### src/rtl/reaction_game_pkg.sv
// Shared types and constants for the multi-round reaction-time game:
// the state encoding, the LFSR feedback mask and the penalty-time helper.
package reaction_game_pkg;

   typedef enum logic [2:0] {
      S_IDLE  = 3'd0,
      S_WAIT  = 3'd1,
      S_GO    = 3'd2,
      S_HIT   = 3'd3,
      S_LATE  = 3'd4,
      S_EARLY = 3'd5,
      S_DONE  = 3'd6
   } state_t;

   // Feedback mask for taps 16,14,13,11 (bit n-1 holds tap n).
   localparam logic [15:0] LFSR_TAPS = 16'hB400;

   // Time recorded for EARLY/LATE rounds, clamped to what a TIME_W value can hold.
   function automatic int penalty_ms(input int timeout_ms, input int time_w);
      int max_v;
      max_v = (1 << time_w) - 1;
      return (timeout_ms > max_v) ? max_v : timeout_ms;
   endfunction

endpackage

### src/rtl/reaction_game_ctrl_lfsr16.sv
// 16-bit Fibonacci LFSR that shifts left every cycle; the source of the
// random pre-GO delay.
module lfsr16
   import reaction_game_pkg::*;
#(
   parameter logic [15:0] SEED = 16'hACE1
)(
   input  logic        clk,
   input  logic        rst,
   output logic [15:0] q
);

   logic [15:0] r_q;
   logic        w_fb;

   assign w_fb = ^(r_q & LFSR_TAPS);

   always_ff @(posedge clk) begin
      if (rst) r_q <= SEED;
      else     r_q <= {r_q[14:0], w_fb};
   end

   assign q = r_q;

endmodule

### src/rtl/reaction_game_ctrl.sv
// Multi-round reaction game controller: random wait, ms reaction timer,
// per-round scoring with penalties, best hit and average over the game.
module reaction_game_ctrl
   import reaction_game_pkg::*;
#(
   parameter int          ROUNDS        = 4,
   parameter int          TIME_W        = 10,
   parameter int          TIMEOUT_MS    = 1000,
   parameter int          MIN_DELAY_MS  = 1000,
   parameter int          RAND_RANGE_MS = 2048,
   parameter logic [15:0] LFSR_SEED     = 16'hACE1
)(
   input  logic                     clk,
   input  logic                     rst,
   input  logic                     ms_tick,
   input  logic                     btn_start,
   input  logic                     btn_stop,
   input  logic                     btn_clear,
   output logic [2:0]               state_out,
   output logic                     led_go,
   output logic [TIME_W-1:0]        react_ms,
   output logic                     result_valid,
   output logic [$clog2(ROUNDS):0]  round_idx,
   output logic [TIME_W-1:0]        best_ms,
   output logic [TIME_W-1:0]        avg_ms,
   output logic                     game_done
);

   localparam int LOG_R  = $clog2(ROUNDS);
   localparam int RIDX_W = LOG_R + 1;
   localparam int SUM_W  = TIME_W + LOG_R;
   localparam int WAIT_W = $clog2(MIN_DELAY_MS + RAND_RANGE_MS);

   localparam logic [TIME_W-1:0] PENALTY    = TIME_W'(penalty_ms(TIMEOUT_MS, TIME_W));
   localparam logic [TIME_W-1:0] REACT_LAST = TIME_W'(TIMEOUT_MS - 1);
   localparam logic [TIME_W-1:0] BEST_NONE  = '1;
   localparam logic [RIDX_W-1:0] ROUND_LAST = RIDX_W'(ROUNDS);

   state_t              r_state;
   logic                r_led_go;
   logic                r_valid;
   logic                r_done;
   logic [TIME_W-1:0]   r_react;
   logic [TIME_W-1:0]   r_best;
   logic [TIME_W-1:0]   r_avg;
   logic [RIDX_W-1:0]   r_round;
   logic [SUM_W-1:0]    r_sum;
   logic [WAIT_W-1:0]   r_wait_target;
   logic [WAIT_W-1:0]   r_wait_cnt;
   logic [TIME_W-1:0]   r_react_cnt;

   logic [15:0]         w_lfsr;
   logic [WAIT_W-1:0]   w_new_target;

   lfsr16 #(.SEED(LFSR_SEED)) u_lfsr (
      .clk (clk),
      .rst (rst),
      .q   (w_lfsr)
   );

   assign w_new_target = WAIT_W'(MIN_DELAY_MS + int'(w_lfsr & 16'(RAND_RANGE_MS - 1)));

   // NOTE: every output is a register updated here with <=, so outputs change
   // together with the state on the same edge and never glitch combinationally.
   always_ff @(posedge clk) begin
      if (rst) begin
         r_state       <= S_IDLE;
         r_led_go      <= 1'b0;
         r_valid       <= 1'b0;
         r_done        <= 1'b0;
         r_react       <= '0;
         r_best        <= BEST_NONE;
         r_avg         <= '0;
         r_round       <= '0;
         r_sum         <= '0;
         r_wait_target <= '0;
         r_wait_cnt    <= '0;
         r_react_cnt   <= '0;
      end else begin
         r_valid <= 1'b0;
         if (btn_clear && r_state != S_IDLE) begin
            r_state  <= S_IDLE;
            r_led_go <= 1'b0;
            r_done   <= 1'b0;
            r_react  <= '0;
            r_best   <= BEST_NONE;
            r_round  <= '0;
            r_sum    <= '0;
         end else begin
            case (r_state)
               S_IDLE: begin
                  if (btn_start) begin
                     r_state       <= S_WAIT;
                     r_wait_target <= w_new_target;
                     r_wait_cnt    <= '0;
                  end
               end
               S_WAIT: begin
                  if (btn_stop) begin
                     r_state <= S_EARLY;
                     r_react <= PENALTY;
                     r_valid <= 1'b1;
                     r_round <= r_round + RIDX_W'(1);
                     r_sum   <= r_sum + SUM_W'(PENALTY);
                  end else if (ms_tick) begin
                     if (r_wait_cnt == r_wait_target - WAIT_W'(1)) begin
                        r_state     <= S_GO;
                        r_led_go    <= 1'b1;
                        r_react_cnt <= '0;
                     end else begin
                        r_wait_cnt <= r_wait_cnt + WAIT_W'(1);
                     end
                  end
               end
               S_GO: begin
                  // A stop arriving with a tick wins; that tick is not counted.
                  if (btn_stop) begin
                     r_state  <= S_HIT;
                     r_led_go <= 1'b0;
                     r_react  <= r_react_cnt;
                     r_valid  <= 1'b1;
                     r_round  <= r_round + RIDX_W'(1);
                     r_sum    <= r_sum + SUM_W'(r_react_cnt);
                     if (r_react_cnt < r_best) r_best <= r_react_cnt;
                  end else if (ms_tick) begin
                     if (r_react_cnt == REACT_LAST) begin
                        r_state  <= S_LATE;
                        r_led_go <= 1'b0;
                        r_react  <= PENALTY;
                        r_valid  <= 1'b1;
                        r_round  <= r_round + RIDX_W'(1);
                        r_sum    <= r_sum + SUM_W'(PENALTY);
                     end else begin
                        r_react_cnt <= r_react_cnt + TIME_W'(1);
                     end
                  end
               end
               S_HIT, S_LATE, S_EARLY: begin
                  if (btn_start) begin
                     if (r_round == ROUND_LAST) begin
                        r_state <= S_DONE;
                        r_done  <= 1'b1;
                        r_avg   <= TIME_W'(r_sum >> LOG_R);
                     end else begin
                        r_state       <= S_WAIT;
                        r_wait_target <= w_new_target;
                        r_wait_cnt    <= '0;
                     end
                  end
               end
               S_DONE: begin
                  if (btn_start) begin
                     r_state <= S_IDLE;
                     r_done  <= 1'b0;
                     r_react <= '0;
                     r_best  <= BEST_NONE;
                     r_round <= '0;
                     r_sum   <= '0;
                  end
               end
               default: begin
                  r_state  <= S_IDLE;
                  r_led_go <= 1'b0;
                  r_done   <= 1'b0;
               end
            endcase
         end
      end
   end

   assign state_out    = r_state;
   assign led_go       = r_led_go;
   assign react_ms     = r_react;
   assign result_valid = r_valid;
   assign round_idx    = r_round;
   assign best_ms      = r_best;
   assign avg_ms       = r_avg;
   assign game_done    = r_done;

endmodule

### config.mk
export PLATFORM = sky130hd
export DESIGN_NAME = reaction_game_ctrl
export DESIGN_NICKNAME = d
export VERILOG_FILES = /design/src/rtl/reaction_game_pkg.sv /design/src/rtl/reaction_game_ctrl_lfsr16.sv /design/src/rtl/reaction_game_ctrl.sv
export SDC_FILE = /design/constraint.sdc
export NUM_CORES = 1
export LEC_CHECK = 0
export ABC_CLOCK_PERIOD_IN_PS = 7900
export CAP_MARGIN = 20
export CORE_AREA = 2 2 100 102
export DETAILED_ROUTE_END_ITERATION = 10
export DIE_AREA = 0 0 102 104
export PLACE_DENSITY = 0.92
export SYNTH_ARGS = -nofsm -noshare
export SYNTH_HDL_FRONTEND = slang
export SYNTH_SLANG_ARGS = --single-unit
### constraint.sdc
create_clock -name clk -period 7.9 [get_ports clk]
set_input_delay 1.975 -clock clk [delete_from_list [all_inputs] [get_ports clk]]
set_output_delay 1.975 -clock clk [all_outputs]
set_load 0.02 [all_outputs]
==> results.yml, run 1 <==
clock_tree:
  post-cts-setup-buffers: 0
  clk_latency_ns: 0.39
  htreeDepth: 3
  cts-root-buf: "clkbuf_8"
  cts_hold_buf: 0
  numCtsBuffers: 9
  clk_path_buf_depth: 2
  cts_sinks: 101
  cts_tree: "built"
  path_clk_slew_ns: 0.10
  cts-resized-gates: 0
global_routing:
  grt_remaining_overflow: 0
  grt_usage_pct: 26.8
  grt_pass1_vias: 4924
  grt_max_degree: 50
  grt_pass1_wl_um: 22900
  antenna_found_initial: 0
drt:
  routed-via-count: 5246
  first_pass_iters: 6
  viasPerCell: 6.28
  routed_wl_um: 14200
  post-route-drc-count: 0
  drtAntennaViolNets: 0
  drtIter0Drc: 421
  wl_per_cell_um: 17.0
pwr:
  pwr-share-seq_pct: 40.1
  intPower_w: 0.000987
  pwr-share-comb_pct: 41.0
  clkPwrFrac_pct: 18.9
  powerDensity_mw_per_mm2: 269
  total_power_w: 0.00169
  vdd_ir_drop_max_v: 0.000190
  switching_power_w: 0.000705
  p_sw_share_pct: 41.7
  power.leakage_nw: 2.47
logic_synthesis:
  yosysTopAreaCellShare_pct: 36.1
  synth_area_leaders: "dfxtp_1 (36%), ha_1 (5.8%), nor2_1 (5.6%)"
  netlist_instances: 671
  avgSynthCellArea_um2: 8.34
  yosysUniqueCellTypes: 74
  synth_top_flop_cell: "dfxtp_1"
  synth_top_cell_by_area: "dfxtp_1"
  async_reset_ff_share_pct: 0
  ys_warn_count: 0
  synth_area_mm2: 0.00560
  ys_seq_area_share_pct: 36.1
  synth_edf_count: 0
  ys_ff_latch: 101
  syn_nets: 704
sta:
  finalCritPeriodShare_pct: 54.0
  min_period_ns: 4.26
  hold_violations: 0
  final.setup.tns_ns: 0
  maxSlewViolCount: 0
  setup_viol: 0
  fmax_ghz: 0.235
  rsz0062_at_grt: "false"
  final.setup_skew_ns: 0.0135
  worstMarginPinSlew_ns: 1.03
  slew_headroom_pct: 31.3
worst_setup_path:
  worstPathMaxFanout: 49
  criticalPathCategory: "input port to flop"
  rr_startpoint: "state_out[1]"
  max_stage_delay_ns: 0.68
  crit_arrival_ns: 4.54
  crit_required_ns: 8.18
  critPathSlowestCell: "a21oi_1"
  critical_path.startpoint: "rst"
  cp-start-kind: "input port"
  cp_cell_sequence: "clkdlybuf4s50_1 > buf_4 > a21oi_1 > nand2_1 > a2111oi_0 > nor2_1 > o22a_1"
  critPathCaptureType: "flop"
die:
  pin_count: 45
  core_area_mm2: 0.00955
  rows: 36
  start_util_pct: 58.6
  die_y_um: 104
  die_x_um: 102
  dieArea_mm2: 0.0106
layout:
  final_area_mm2: 0.00628
  fin_cells: 835
  antenna_cells: 0
  final_nets: 731
  area_growth_pct: 12.3
  drive_gt1_share_pct: 5.98
  fillerInstances: 773
placement:
  dpl.hpwl_um: 9950
  placed_cells: 818
  gp_congestion: 0.920
  portBuffers: 44
  dpl-instance-area_mm2: 0.00609
hold_path:
  hold_class: "flop to flop"
  min-delay-start: "u_lfsr.q[14]"
status:
  status: "finished, final reports clean"
run:
  maxCapViolCount: 0
-- cell usage after synthesis (5+ instances only) --
cell type	instances
dfxtp_1	101
nor2_1	83
a21oi_1	52
nand2_1	44
clkbuf_1	26
ha_1	26
o21ai_0	24
mux2i_1	23
nor3_1	22
inv_1	19
nand3_1	17
xnor2_1	16
or3_1	15
xor2_1	15
a21o_1	12
nand2b_1	12
nor2b_1	11
o22a_1	11
or2_2	11
a22oi_1	9
and2_1	8
o21ai_1	8
o211ai_1	7
a211oi_2	6
a211oi_1	5
a31oi_1	5
nand3b_1	5
nand4_1	5
o31ai_1	5
-- cells by family after synthesis --
kind of cell             synth area share [%]
AND/OR/NAND/NOR                          22.1
AO/OA/AOI/OAI                            22.6
flip-flops                               36.1
buffers and inverters                    3.78
XOR/XNOR                                 4.85
adder cells (fa/ha/maj)                  6.17
multiplexers                             4.32
-- metrics by stage --
| stage | utilization [%] | hold WS, ns | setup slack (ns) |
|---|---|---|---|
| after global routing | 65.8 | 0.446 | 3.56 |
| after global placement | 63.7 | 0.397 | 3.43 |
| after detailed placement | 63.7 | 0.404 | 3.29 |
| after floorplan | - | 0.389 | 3.93 |
| final | 65.8 | 0.422 | 3.64 |
| after CTS | 65.6 | 0.428 | 3.72 |
-- layer usage --
| layer | GRT usage, % | up-vias | share of wire, % |
|---|---|---|---|
| met5 | 0 | - | 0 |
| met4 | 8.95 | 0 | 2.2 |
| met3 | 7.33 | 34 | 7.8 |
| met2 | 41.8 | 235 | 47 |
| met1 | 35.8 | 2484 | 43 |
| li1 | - | 2493 | - |
-- flip-flops by register name, indices dropped and copies added (netlist names) --
signal	flops
u_lfsr.q	16
r_sum	12
r_wait_cnt	12
r_wait_target	12
avg_ms	10
best_ms	10
r_react_cnt	10
react_ms	10
round_idx	3
state_out	3
game_done	1
led_go	1
result_valid	1
-- cell usage in the layout (no fill, tap or decap), types with 6 or more instances in the layout --
cell	instances
xor2_1	15
clkbuf_8	10
and2_1	8
a21oi_1	52
mux2i_1	23
o21ai_1	8
or3_1	15
nor3_1	21
nand2_1	44
a22oi_1	9
o211ai_1	7
a211oi_2	6
inv_1	19
o21ai_0	24
nand3_1	17
nor2_1	83
ha_1	26
xnor2_1	16
nor2b_1	11
nand2b_1	12
or2_2	11
dfxtp_1	101
a21o_1	12
clkdlybuf4s50_1	44
o22a_1	11
-- area by class of cell --
type | count | area (µm²) | share of cell area [%]
flip-flops and latches | 101 | 2020 | 32.2
clock inverters | 5 | 42.5 | 0.677
inverters | 20 | 75.1 | 1.19
well taps | 133 | 166 | 2.65
repair buffers | 48 | 474 | 7.55
clock buffers | 10 | 138 | 2.19
multi-input cells | 518 | 3370 | 53.6
-- critical path: cells and delay by family --
family                 cells  cell delay (ns)
AOI/OAI and AO/OA          3             1.30
buffers and inverters      2             0.68
and+or+nand+nor            2             0.55
-- power by group through the flow --
| stage | combinational (W) | clock (W) | sequential [W] |
|---|---|---|---|
| after floorplan | 0.000481 | 0 | 0.000688 |
| after global placement | 0.000648 | 0 | 0.000683 |
| after detailed placement | 0.000677 | 0 | 0.000685 |
| after CTS | 0.000683 | 0.000324 | 0.000675 |
| after global routing | 0.000756 | 0.000345 | 0.000691 |
| final | 0.000695 | 0.000320 | 0.000678 |
-- worst paths after layout --
check / slack (ns) / cells past startpoint / end
worst max-delay path: 3.64 / 7 / best_ms[0]
worst min-delay path: 0.42 / 1 / u_lfsr.q[15]
worst max register to register: 4.78 / 6 / best_ms[0]
worst min register to register: 0.42 / 1 / u_lfsr.q[15]
Note: power is estimated with default switching activity, not from simulation.
==> run 2: changes to the inputs <==
--- a/config.mk
+++ b/config.mk
@@ -5,12 +5,12 @@
 export SDC_FILE = /design/constraint.sdc
 export NUM_CORES = 1
 export LEC_CHECK = 0
-export ABC_CLOCK_PERIOD_IN_PS = 7900
+export ABC_CLOCK_PERIOD_IN_PS = 4300
 export CAP_MARGIN = 20
-export CORE_AREA = 2 2 100 102
+export CORE_AREA = 2 2 101 103
 export DETAILED_ROUTE_END_ITERATION = 10
-export DIE_AREA = 0 0 102 104
-export PLACE_DENSITY = 0.92
+export DIE_AREA = 0 0 103 105
+export PLACE_DENSITY = 0.9
 export SYNTH_ARGS = -nofsm -noshare
 export SYNTH_HDL_FRONTEND = slang
 export SYNTH_SLANG_ARGS = --single-unit
==> constraint.sdc (replaced) <==
create_clock -name clk -period 4.3 [get_ports clk]
set_input_delay 1.075 -clock clk [delete_from_list [all_inputs] [get_ports clk]]
set_output_delay 1.075 -clock clk [all_outputs]
set_load 0.02 [all_outputs]
==> run 2 against run 1 <==
Flip-flop and latch count did not move. Clock-buffer cell count is 2 higher. Global-route usage barely moved. Cell count up 0.60%. Non-clock buffer count up 4. Final area grew 0.90%.
==> results.yml, run 2 (same netlist as run 1, synthesis figures left out) <==
sta:
  worstMarginPinSlew_ns: 1.07
  final.setup_skew_ns: 0.0117
  final.setup.tns_ns: 0
  min_period_ns: 3.32
  slew_headroom_pct: 28.0
  finalCritPeriodShare_pct: 77.1
  hold_violations: 0
  rsz0062_at_grt: "false"
  maxSlewViolCount: 0
  setup_viol: 0
  fmax_ghz: 0.301
  fin_ws_ns: 0.983
drt:
  drtAntennaViolNets: 0
  drtIter0Drc: 491
  routed_wl_um: 14000
  wl_per_cell_um: 16.7
  viasPerCell: 6.21
  post-route-drc-count: 0
  first_pass_iters: 8
  routed-via-count: 5218
pwr:
  pwr-share-seq_pct: 39.1
  power.leakage_nw: 2.50
  intPower_w: 0.00190
  powerDensity_mw_per_mm2: 501
  switching_power_w: 0.00128
  p_sw_share_pct: 40.2
  clkPwrFrac_pct: 20.3
  vdd_ir_drop_max_v: 0.000350
  pwr-share-comb_pct: 40.5
  total_power_w: 0.00317
placement:
  dpl-instance-area_mm2: 0.00612
  gp_congestion: 0.928
  dpl.hpwl_um: 9840
  portBuffers: 44
  dp_slack_ns: 0.656
hold_path:
  min-delay-start: "u_lfsr.q[14]"
  hold_class: "flop to flop"
  hold_end: "u_lfsr.q[15]"
  hold_depth: 1
layout:
  antenna_cells: 0
  area_growth_pct: 13.3
  final_area_mm2: 0.00634
  largest_reg_flops: 16
  drive_gt1_share_pct: 6.51
  final_cell_mix: "dfxtp_1 (101), nor2_1 (83), a21oi_1 (52), nand2_1 (44), clkdlybuf4s50_1 (44)"
  layout_commonest_cell: "dfxtp_1"
  final_nets: 735
clock_tree:
  cts_tree: "built"
  htreeDepth: 3
  post-cts-setup-buffers: 0
  cts_sinks: 101
  cts-root-buf: "clkbuf_8"
  cts-resized-gates: 0
  clk_path_buf_depth: 2
  cts_hold_buf: 0
  numCtsBuffers: 9
  path_clk_slew_ns: 0.10
  clk_latency_ns: 0.38
global_routing:
  antenna_found_initial: 0
  grt_remaining_overflow: 0
  grt_max_degree: 40
  grt_pass1_vias: 4979
  grt_pass1_wl_um: 23300
  grt_usage_pct: 26.8
die:
  die_x_um: 103
  rows: 36
  pin_count: 45
  start_util_pct: 58.0
  dieArea_mm2: 0.0108
  die_y_um: 105
  core_area_mm2: 0.00964
status:
  status: "finished, final reports clean"
worst_setup_path:
  crit_arrival_ns: 3.64
  criticalPathCategory: "input port to flop"
  rr_startpoint: "state_out[1]"
  crit_required_ns: 4.62
  r2r_slack_ns: 1.27
  cp-start-kind: "input port"
  timing.rr.end: "best_ms[5]"
  worstPathMaxFanout: 8
  critPathCaptureType: "flop"
  worstRegToRegCells: 6
run:
  maxCapViolCount: 0
## run 2: cell count changes in the layout (fill, tap and decap cells not counted), sizes merged
cell | before | now
clkbuf | 10 | 12
bufinv | 0 | 1
clkinvlp | 0 | 1
buf | 4 | 8
inv | 23 | 20
## run 2: critical path: stages
cell	delay, ns
clkdlybuf4s50_1	0.56
nor2_1	0.35
a22oi_1	0.10
or3_1	0.47
or3_1	0.45
or4_1	0.48
a21oi_1	0.15
## run 2: power groups by stage
stage | sequential, W | clock (W) | combinational [W]
finish | 0.00124 | 0.000646 | 0.00129
floorplan | 0.00126 | 0 | 0.000883
detailed placement | 0.00126 | 0 | 0.00125
CTS | 0.00124 | 0.000654 | 0.00126
global route | 0.00126 | 0.000694 | 0.00141
global placement | 0.00125 | 0 | 0.00120
## run 2: worst max-delay path by stage
stage	from	end	slack (ns)	depth (start not counted)
2_1_floorplan	btn_stop	r_react_cnt[8]	1.23	8
3_3_place_gp	btn_stop	r_react_cnt[8]	0.74	7
3_5_place_dp	btn_stop	r_react_cnt[8]	0.66	7
4_1_cts	btn_stop	r_react_cnt[8]	1.05	7
5_1_grt	btn_stop	r_react_cnt[8]	0.89	7
6_report	btn_stop	r_react_cnt[8]	0.98	7
## run 2: metal layers
| layer | global-route usage [%] | part of all wire (%) | up-vias |
|---|---|---|---|
| li1 | - | - | 2493 |
| met1 | 34.4 | 44 | 2442 |
| met5 | 0 | 0 | - |
| met2 | 42.9 | 46 | 242 |
| met4 | 9.96 | 2.4 | 0 |
| met3 | 7.09 | 7.6 | 41 |
## run 2: final cells by class
type,instances,area (µm²)
inverter,20,75.1
tap,133,166
fill,794,3300
sequential,101,2020
clock inverter,4,55.1
clock buffer,12,155
timing repair buffer,52,500
multi-input combinational,518,3370
## run 2: through the flow
| stage | hold WS (ns) | utilization, % | cells |
|---|---|---|---|
| final | 0.423 | 65.8 | 840 |
| after global routing | 0.438 | 65.8 | 840 |
| after global placement | 0.397 | 63.5 | 823 |
| after CTS | 0.423 | 65.7 | 839 |
| after floorplan | 0.389 | - | 671 |
| after detailed placement | 0.400 | 63.5 | 823 |
==> run 3: changes to the inputs <==
--- a/config.mk
+++ b/config.mk
@@ -5,12 +5,12 @@
 export SDC_FILE = /design/constraint.sdc
 export NUM_CORES = 1
 export LEC_CHECK = 0
-export ABC_CLOCK_PERIOD_IN_PS = 4300
+export ABC_CLOCK_PERIOD_IN_PS = 2900
 export CAP_MARGIN = 20
-export CORE_AREA = 2 2 101 103
+export CORE_AREA = 2 2 106 108
 export DETAILED_ROUTE_END_ITERATION = 10
-export DIE_AREA = 0 0 103 105
-export PLACE_DENSITY = 0.9
+export DIE_AREA = 0 0 108 110
+export PLACE_DENSITY = 0.87
 export SYNTH_ARGS = -nofsm -noshare
 export SYNTH_HDL_FRONTEND = slang
 export SYNTH_SLANG_ARGS = --single-unit
==> constraint.sdc (replaced) <==
create_clock -name clk -period 2.9 [get_ports clk]
set_input_delay 0.725 -clock clk [delete_from_list [all_inputs] [get_ports clk]]
set_output_delay 0.725 -clock clk [all_outputs]
set_load 0.02 [all_outputs]
==> run 3 against run 2 <==
Cell count is 5.4% higher. Clock power is 47% higher. Worst hold slack worse by 0.00093 ns. Power is 55% higher. Global-route usage is 0.63 points lower. Sequential share of layout area is 1.5 points lower. Register-to-register slack worse by 1.1 ns. Setup slack worse by 0.80 ns. Via count is 2.2% higher. Final area is 4.9% higher. Wire length is 5.2% higher.
==> results.yml, run 3 (same netlist as run 1, synthesis figures left out) <==
worst_setup_path:
  crit_arrival_ns: 3.00
  cp-start-kind: "flop"
  rr_startpoint: "r_wait_target[2]"
  worstPathMaxFanout: 8
  critical_path.startpoint: "r_wait_target[2]"
  criticalPathCategory: "flop to flop"
  crit_required_ns: 3.18
  critPathCaptureType: "flop"
clock_tree:
  cts-root-buf: "clkbuf_8"
  cts_tree: "built"
  path_clk_slew_ns: 0.11
  cts_sinks: 101
  post-cts-setup-buffers: 0
  numCtsBuffers: 9
  clk_latency_ns: 0.38
  clk_path_buf_depth: 2
  htreeDepth: 3
sta:
  final.setup_skew_ns: 0.0145
  worstMarginPinSlew_ns: 1.08
  maxSlewViolCount: 0
  min_period_ns: 2.72
  hold_violations: 0
  setup_viol: 0
  rsz0062_at_grt: "false"
  finalCritPeriodShare_pct: 93.7
  fmax_ghz: 0.368
  slew_headroom_pct: 27.6
pwr:
  vdd_ir_drop_max_v: 0.000427
  total_power_w: 0.00492
  power.leakage_nw: 2.70
  powerDensity_mw_per_mm2: 740
die:
  dieArea_mm2: 0.0119
  die_y_um: 110
  start_util_pct: 52.3
  rows: 38
  pin_count: 45
  core_area_mm2: 0.0107
  die_x_um: 108
global_routing:
  grt_max_degree: 38
  grt_usage_pct: 26.2
  antenna_found_initial: 0
  grt_pass1_vias: 5157
  grt_remaining_overflow: 0
  grt_pass1_wl_um: 24700
drt:
  routed_wl_um: 14700
  post-route-drc-count: 0
  wl_per_cell_um: 16.7
  drtAntennaViolNets: 0
  viasPerCell: 6.02
  routed-via-count: 5331
  first_pass_iters: 4
  drtIter0Drc: 381
placement:
  placed_cells: 869
  dpl.hpwl_um: 10800
  portBuffers: 44
  gp_congestion: 0.918
layout:
  layout_commonest_cell: "dfxtp_1"
  fin_cells: 885
  largest_reg_flops: 16
  drive_gt1_share_pct: 11.3
  final_nets: 773
  final_cell_mix: "dfxtp_1 (101), nor2_1 (83), a21oi_1 (52), buf_4 (45)"
  final_core_util_pct: 62.2
  fillerInstances: 895
  antenna_cells: 0
  area_growth_pct: 18.9
status:
  status: "finished, final reports clean"
run:
  maxCapViolCount: 0
hold_path:
  hold_class: "flop to flop"
  min-delay-start: "u_lfsr.q[14]"
run 3: cell types whose count changed in the layout (fill, tap and decap cells not counted), sizes merged:
cell	change
inv	+2
clkbuf	-2
buf	+38
clkinvlp	-1
clkinv	+1
run 3: worst paths after layout:
check,to,slack (ns),depth (start not counted)
setup / recovery,state_out[1],0.18,7
hold / removal,u_lfsr.q[15],0.42,1
setup reg to reg,state_out[1],0.18,7
hold reg to reg,u_lfsr.q[15],0.42,1
run 3: worst max-delay path, cell delays in order (launching register included):
cell and delay, ns:
dfxtp_1 0.41, or4_4 0.58, or3_1 0.36, a21o_1 0.21, a31o_1 0.29, a311o_1 0.36, and2_1 0.18, o221a_1 0.24
run 3: final cells by class:
type                            instances  area, µm²  share of cell area [%]
Clock inverter                          6       78.8                    1.19
Multi-Input combinational cell        518       3370                    50.7
Clock buffer                           10        128                    1.92
Timing Repair Buffer                   90        798                    12.0
Inverter                               20       75.1                    1.13
Tap cell                              140        175                    2.63
Sequential cell                       101       2020                    30.4
run 3: stage by stage:
stage | TNS, ns | setup slack (ns) | hold WS [ns] | area [µm²]
floorplan | 0 | 0.178 | 0.389 | 5600
global placement | -0.0476 | -0.0251 | 0.395 | 6440
detailed placement | -0.949 | -0.118 | 0.405 | 6440
CTS | 0 | 0.187 | 0.430 | 6640
global route | 0 | 0.0106 | 0.438 | 6650
finish | 0 | 0.182 | 0.422 | 6650
run 3: per-layer routing:
metal | up-vias | share of wire [%] | GRT usage [%]
li1 | 2565 | - | -
met3 | 33 | 6.9 | 5.88
met1 | 2539 | 43 | 33.5
met5 | - | 0 | 0
met2 | 194 | 48 | 43.2
met4 | 0 | 2.5 | 10.6
run 3: repair_timing:
item,in CTS,in global routing
endpoints found under the setup margin,0,1
hold buffers,0,0
resized for setup,0,1
run 3: power by group:
| group | leakage, nW | internal, W | switching, W |
|---|---|---|---|
| registers | 0.823 | 0.00158 | 0.000222 |
| logic | 1.77 | 0.000944 | 0.00123 |
| clock network | 0.105 | 0.000418 | 0.000530 |
| total | 2.70 | 0.00294 | 0.00198 |
==> RTL edit 1: new RTL, flow settings as in run 1 <==
Reset style: asynchronous (`rst`), changed in 2 clocked blocks.
--- a/src/rtl/reaction_game_ctrl_lfsr16.sv
+++ b/src/rtl/reaction_game_ctrl_lfsr16.sv
@@ -17,3 +17,3 @@
 
-   always_ff @(posedge clk) begin
+   always_ff @(posedge clk or posedge rst) begin
       if (rst) r_q <= SEED;
--- a/src/rtl/reaction_game_ctrl.sv
+++ b/src/rtl/reaction_game_ctrl.sv
@@ -64,3 +64,3 @@
    // together with the state on the same edge and never glitch combinationally.
-   always_ff @(posedge clk) begin
+   always_ff @(posedge clk or posedge rst) begin
       if (rst) begin
Check against the original RTL: differs if rst is asserted again (counterexample within 4 cycles, from zero or initial values and one cycle with rst high); with rst held inactive, the same outputs for 4 cycles.
==> RTL edit 1 against run 1 <==
Global-route usage rose by 0.25 points; final cell count down 5.4%; total power rose by 21%; worst setup slack better by 0.029 ns; register-to-register slack gained 0.10 ns; count of clock-buffer cells in the layout decreased by 1; routed wire length shrank 5.6%; synthesized cell count decreased by 7.3%; sequential share of layout area rose by 7.0 points; sequential cell count did not move; area after synthesis grew 3.8%; die area unchanged; first-iteration DRC count up 17%; final area up 3.6%; largest cell class unchanged; largest power group unchanged.
==> RTL edit 1: results (changes against run 1) <==
Global route
  • Met2 Usage GRT: 43.37% (was 41.78%)
  • Met3 GRT Util: 5.309% (was 7.325%)
  • Vias in the first global route: 4738 (was 4924)
  • First-pass GRT wire length: 22870 um (about the same)

Cells and area
  • Fillcell total: 731 (was 773)
  • Seq/total area: 39.15% (was 32.17%)
  • Multi-input comb cells: 465 (was 518)
  • Nets@finish: 685 (was 731)
  • Layout clock buffer count: 9 (was 10)
  • Buffer share of cell area: 7.109% (was 7.545%)
  • Buffers excl. clock: 47 (was 48)
  • Clock network share of area: 2.901% (was 2.867%)
  • Multi-input gate area: 3037 sq um (was 3367 sq um)
  • Inverters: 28 (was 20)

Placed design
  • Place WS: 2.766 ns (was 3.289 ns)
  • Dpl hpwl: 9692 um (was 9947 um)
  • RePlAce Congestion: 0.9156 (was 0.9195)

Logic synthesis
  • Largest family of logic cells by synthesized area: simple AND/OR/NAND/NOR gates (was compound AO/OA/AOI/OAI gates)
  • FFs w/ async S/R, synth: 100.0% (was 0%)
  • Post-synthesis adder-cell area fraction: 5.947% (was 6.172%)
  • Unique cell type count in the Yosys netlist: 67 (was 74)
  • Synth top area cells: dfrtp_1, dfstp_2, ha_1 (was dfxtp_1, ha_1, nor2_1)
  • Synth cell count leaders: dfrtp_1, nand2_1, nor2_1 (was dfxtp_1, nor2_1, a21oi_1)
  • Main synth FF type: dfrtp_1 (was dfxtp_1)
  • Synth Area in Compound Gates: 17.88% (was 22.61%)

Routing
  • Met2 routed WL: 6690 um (was 6676 um)
  • Met3 WL post-DR: 804 um (was 1113 um)
  • Via count: 4884 (was 5246)
  • Wl on met1: 5684 um (was 6106 um)
  • DRT Pass-1 Iters: 5 (was 6)
  • Initial detailed-routing violation count: 494 (was 421)

Outcome
  • Outcome: finished clean (unchanged)

STA
  • Slew margin rel.: 41.01% (was 31.33%)

Power
  • Leakage: 2.860 nW (was 2.473 nW)
  • Worst vdd ir: 199.4 uV (was 189.6 uV)
  • Clock power share: 15.7% (was 18.9%)

Critical path
  • Crit-path max cell delay: 0.85 ns (was 0.68 ns)
  • Crit path launch: btn_clear (was rst)
  • Max FO, Critical Path: 18 (was 49)
  • Launch point of the worst reg-to-reg path: r_wait_target[3] (was state_out[1])

Hold path
  • Min-delay src: u_lfsr.q[14] (unchanged)
==> RTL edit 1: cell types whose count changed after synthesis, sizes merged, moves of 9 or more <==
cell / change
a22oi: -9
dfxtp: -101
nand2: +21
mux2: +11
xnor2: +10
o21ai: +15
mux2i: -10
a21oi: -19
inv: +9
dfstp: +18
dfrtp: +83
o22a: -10
nor2: -28
==> RTL edit 1: worst paths after layout <==
check,end,slack [ns],depth (start not counted)
min in group asynchronous,react_ms[7],1.94,2
hold reg to reg,u_lfsr.q[15],0.38,0
setup / recovery,best_ms[7],3.66,8
max in group asynchronous,r_wait_cnt[0],4.81,3
setup reg to reg,r_react_cnt[8],4.88,7
hold / removal,u_lfsr.q[15],0.38,0
==> RTL edit 1: per-stage QoR <==
step	cells	total power, mW	area [sq um]
floorplan	622	1.411	5807
global placement	773	1.676	6316
detailed placement	773	1.727	6316
CTS	789	2.053	6505
global route	790	2.195	6513
finish	790	2.055	6513
==> RTL edit 2: new RTL, flow settings as in run 1 <==
Made on the original files. The parameter `RAND_RANGE_MS` goes from 2048 to 4096.
--- a/src/rtl/reaction_game_ctrl.sv
+++ b/src/rtl/reaction_game_ctrl.sv
@@ -9,3 +9,3 @@
    parameter int          MIN_DELAY_MS  = 1000,
-   parameter int          RAND_RANGE_MS = 2048,
+   parameter int          RAND_RANGE_MS = 4096,
    parameter logic [15:0] LFSR_SEED     = 16'hACE1
Behaviour: no difference found for any inputs over 4 cycles, from zero or initial values and one cycle with rst high; that may be too few to reach the edited logic, so the function may still have changed.
==> RTL edit 2 against run 1 <==
Total power shrank 12%; final cell count grew 3.1%; highest routed layer unchanged; critical path depth shrank 1; sequential cell count grew 2; fmax shrank 2.9%; area after synthesis grew 2.8%; global-route usage grew 0.30 points; final area grew 1.9%; worst setup slack lost 0.13 ns; routed wire length shrank 0.55%.
==> RTL edit 2: results (changes against run 1) <==
Cells and area
  • Layout cells sized above 1: 6.044% (was 5.983%)
  • Nets@finish: 756 (was 731)
  • Fillcell total: 777 (was 773)

Global route
  • GRT Util Overall: 27.12% (was 26.81%)
  • Pin count of the biggest net entering global routing: 52 (was 50)
  • First-pass GRT wire length: 23310 um (was 22870 um)
  • Initial antenna violation count: 0 (unchanged)
  • Vias in the first global route: 5004 (was 4924)

Power
  • Worst vdd ir: 127.0 uV (was 189.6 uV)
  • Leakage: 2.519 nW (was 2.473 nW)
  • Cell internal pwr: 919.9 uW (was 987.4 uW)

Clocking
  • CTS HTree Levels: 3 (unchanged)
  • Clock Path Buffers: 2 (unchanged)
  • Clock latency on the worst-skew pair: roughly 0.4 ns
  • Clk root buf: clkbuf_8 (unchanged)

Outcome
  • Outcome: finished clean (unchanged)

Logic synthesis
  • Unique cell type count in the Yosys netlist: 77 (was 74)
  • Synth top area cells: dfxtp_1, nor2_1, ha_1 (was dfxtp_1, ha_1, nor2_1)
  • Synth cell count leaders: dfxtp_1, nor2_1, nand2_1 (was dfxtp_1, nor2_1, a21oi_1)
  • Register area share after synthesis: 35.87% (was 36.14%)
  • Post-synthesis net count: 735 (was 704)

Placed design
  • RePlAce Congestion: 0.9130 (was 0.9195)

Critical path
  • Worst R2R End: best_ms[7] (was best_ms[0])
  • Reg2reg setup slack: 4.37 ns (was 4.78 ns)
  • Crit path DAT: 4.71 ns (was 4.54 ns)
  • Crit-path max cell delay: 0.76 ns (was 0.68 ns)
  • Crit-path slowest cell: clkdlybuf4s50_1 (was a21oi_1)

STA
  • Clk_skew: 0.01451 ns (was 0.01352 ns)
  • Slew margin rel.: 31.77% (was 31.33%)

Routing
  • Routed WL per cell: 16.41 um (was 17.01 um)
  • Via count: 5382 (was 5246)
  • DRT Pass-1 Iters: 5 (was 6)
  • Initial detailed-routing violation count: 434 (was 421)

Hold path
  • Cell depth of the worst hold path: 1 (unchanged)
## RTL edit 2: worst max path at each step
stage                                end  cells past startpoint     start
final                         best_ms[7]                      6  btn_stop
after global routing          best_ms[7]                      6  btn_stop
after CTS                     best_ms[7]                      6  btn_stop
after detailed placement      best_ms[9]                      6  btn_stop
after global placement        best_ms[7]                      6  btn_stop
after floorplan           r_react_cnt[7]                      8  btn_stop
## RTL edit 2: cell type report
type,instances,area [sq um],area share (%)
multi-input combinational,537,3412,53.26
sequential,103,2062,32.19
timing repair buffer,47,470.5,7.344
tap,133,166.4,2.598
clock buffer,9,123.9,1.934
inverter,25,93.84,1.465
clock inverter,7,77.57,1.211
## RTL edit 2: cells by family after synthesis
group / Yosys count / synth area share (%)
AND/OR/NAND/NOR: 273 / 23.98
AO/OA/AOI/OAI: 177 / 19.72
flip-flops: 103 / 35.87
buffers and inverters: 62 / 4.896
XOR/XNOR: 43 / 6.551
adder cells (fa/ha/maj): 28 / 6.181
multiplexers: 16 / 2.807
## RTL edit 2: power by group through the flow
stage / clock (mW) / combinational (mW) / sequential [mW]
final: 0.349 / 0.491 / 0.642
after global placement: 0 / 0.455 / 0.646
after global routing: 0.369 / 0.545 / 0.650
after CTS: 0.349 / 0.481 / 0.639
after detailed placement: 0 / 0.475 / 0.652
after floorplan: 0 / 0.368 / 0.640
## RTL edit 2: through the flow
step / setup slack (ns) / utilization, % / cells / hold WS (ns) / cell area, sq um
after floorplan: 4.171 / - / 702 / 0.3895 / 5749
after global placement: 3.397 / 64.82 / 844 / 0.3933 / 6190
after detailed placement: 3.278 / 64.82 / 844 / 0.3991 / 6190
after CTS: 3.662 / 66.93 / 860 / 0.4232 / 6391
after global routing: 3.247 / 67.09 / 861 / 0.4383 / 6406
final: 3.508 / 67.09 / 861 / 0.4176 / 6406
## RTL edit 2: per-layer routing
layer | share of wire [%] | vias up | global-route usage, % | wire length, um
met5 | 0 | - | 0 | 0
met4 | 2.9 | 0 | 12.95 | 414
met3 | 7.0 | 42 | 5.712 | 985
met2 | 47 | 243 | 42.53 | 6624
met1 | 43 | 2526 | 35.23 | 6104
li1 | - | 2571 | - | -
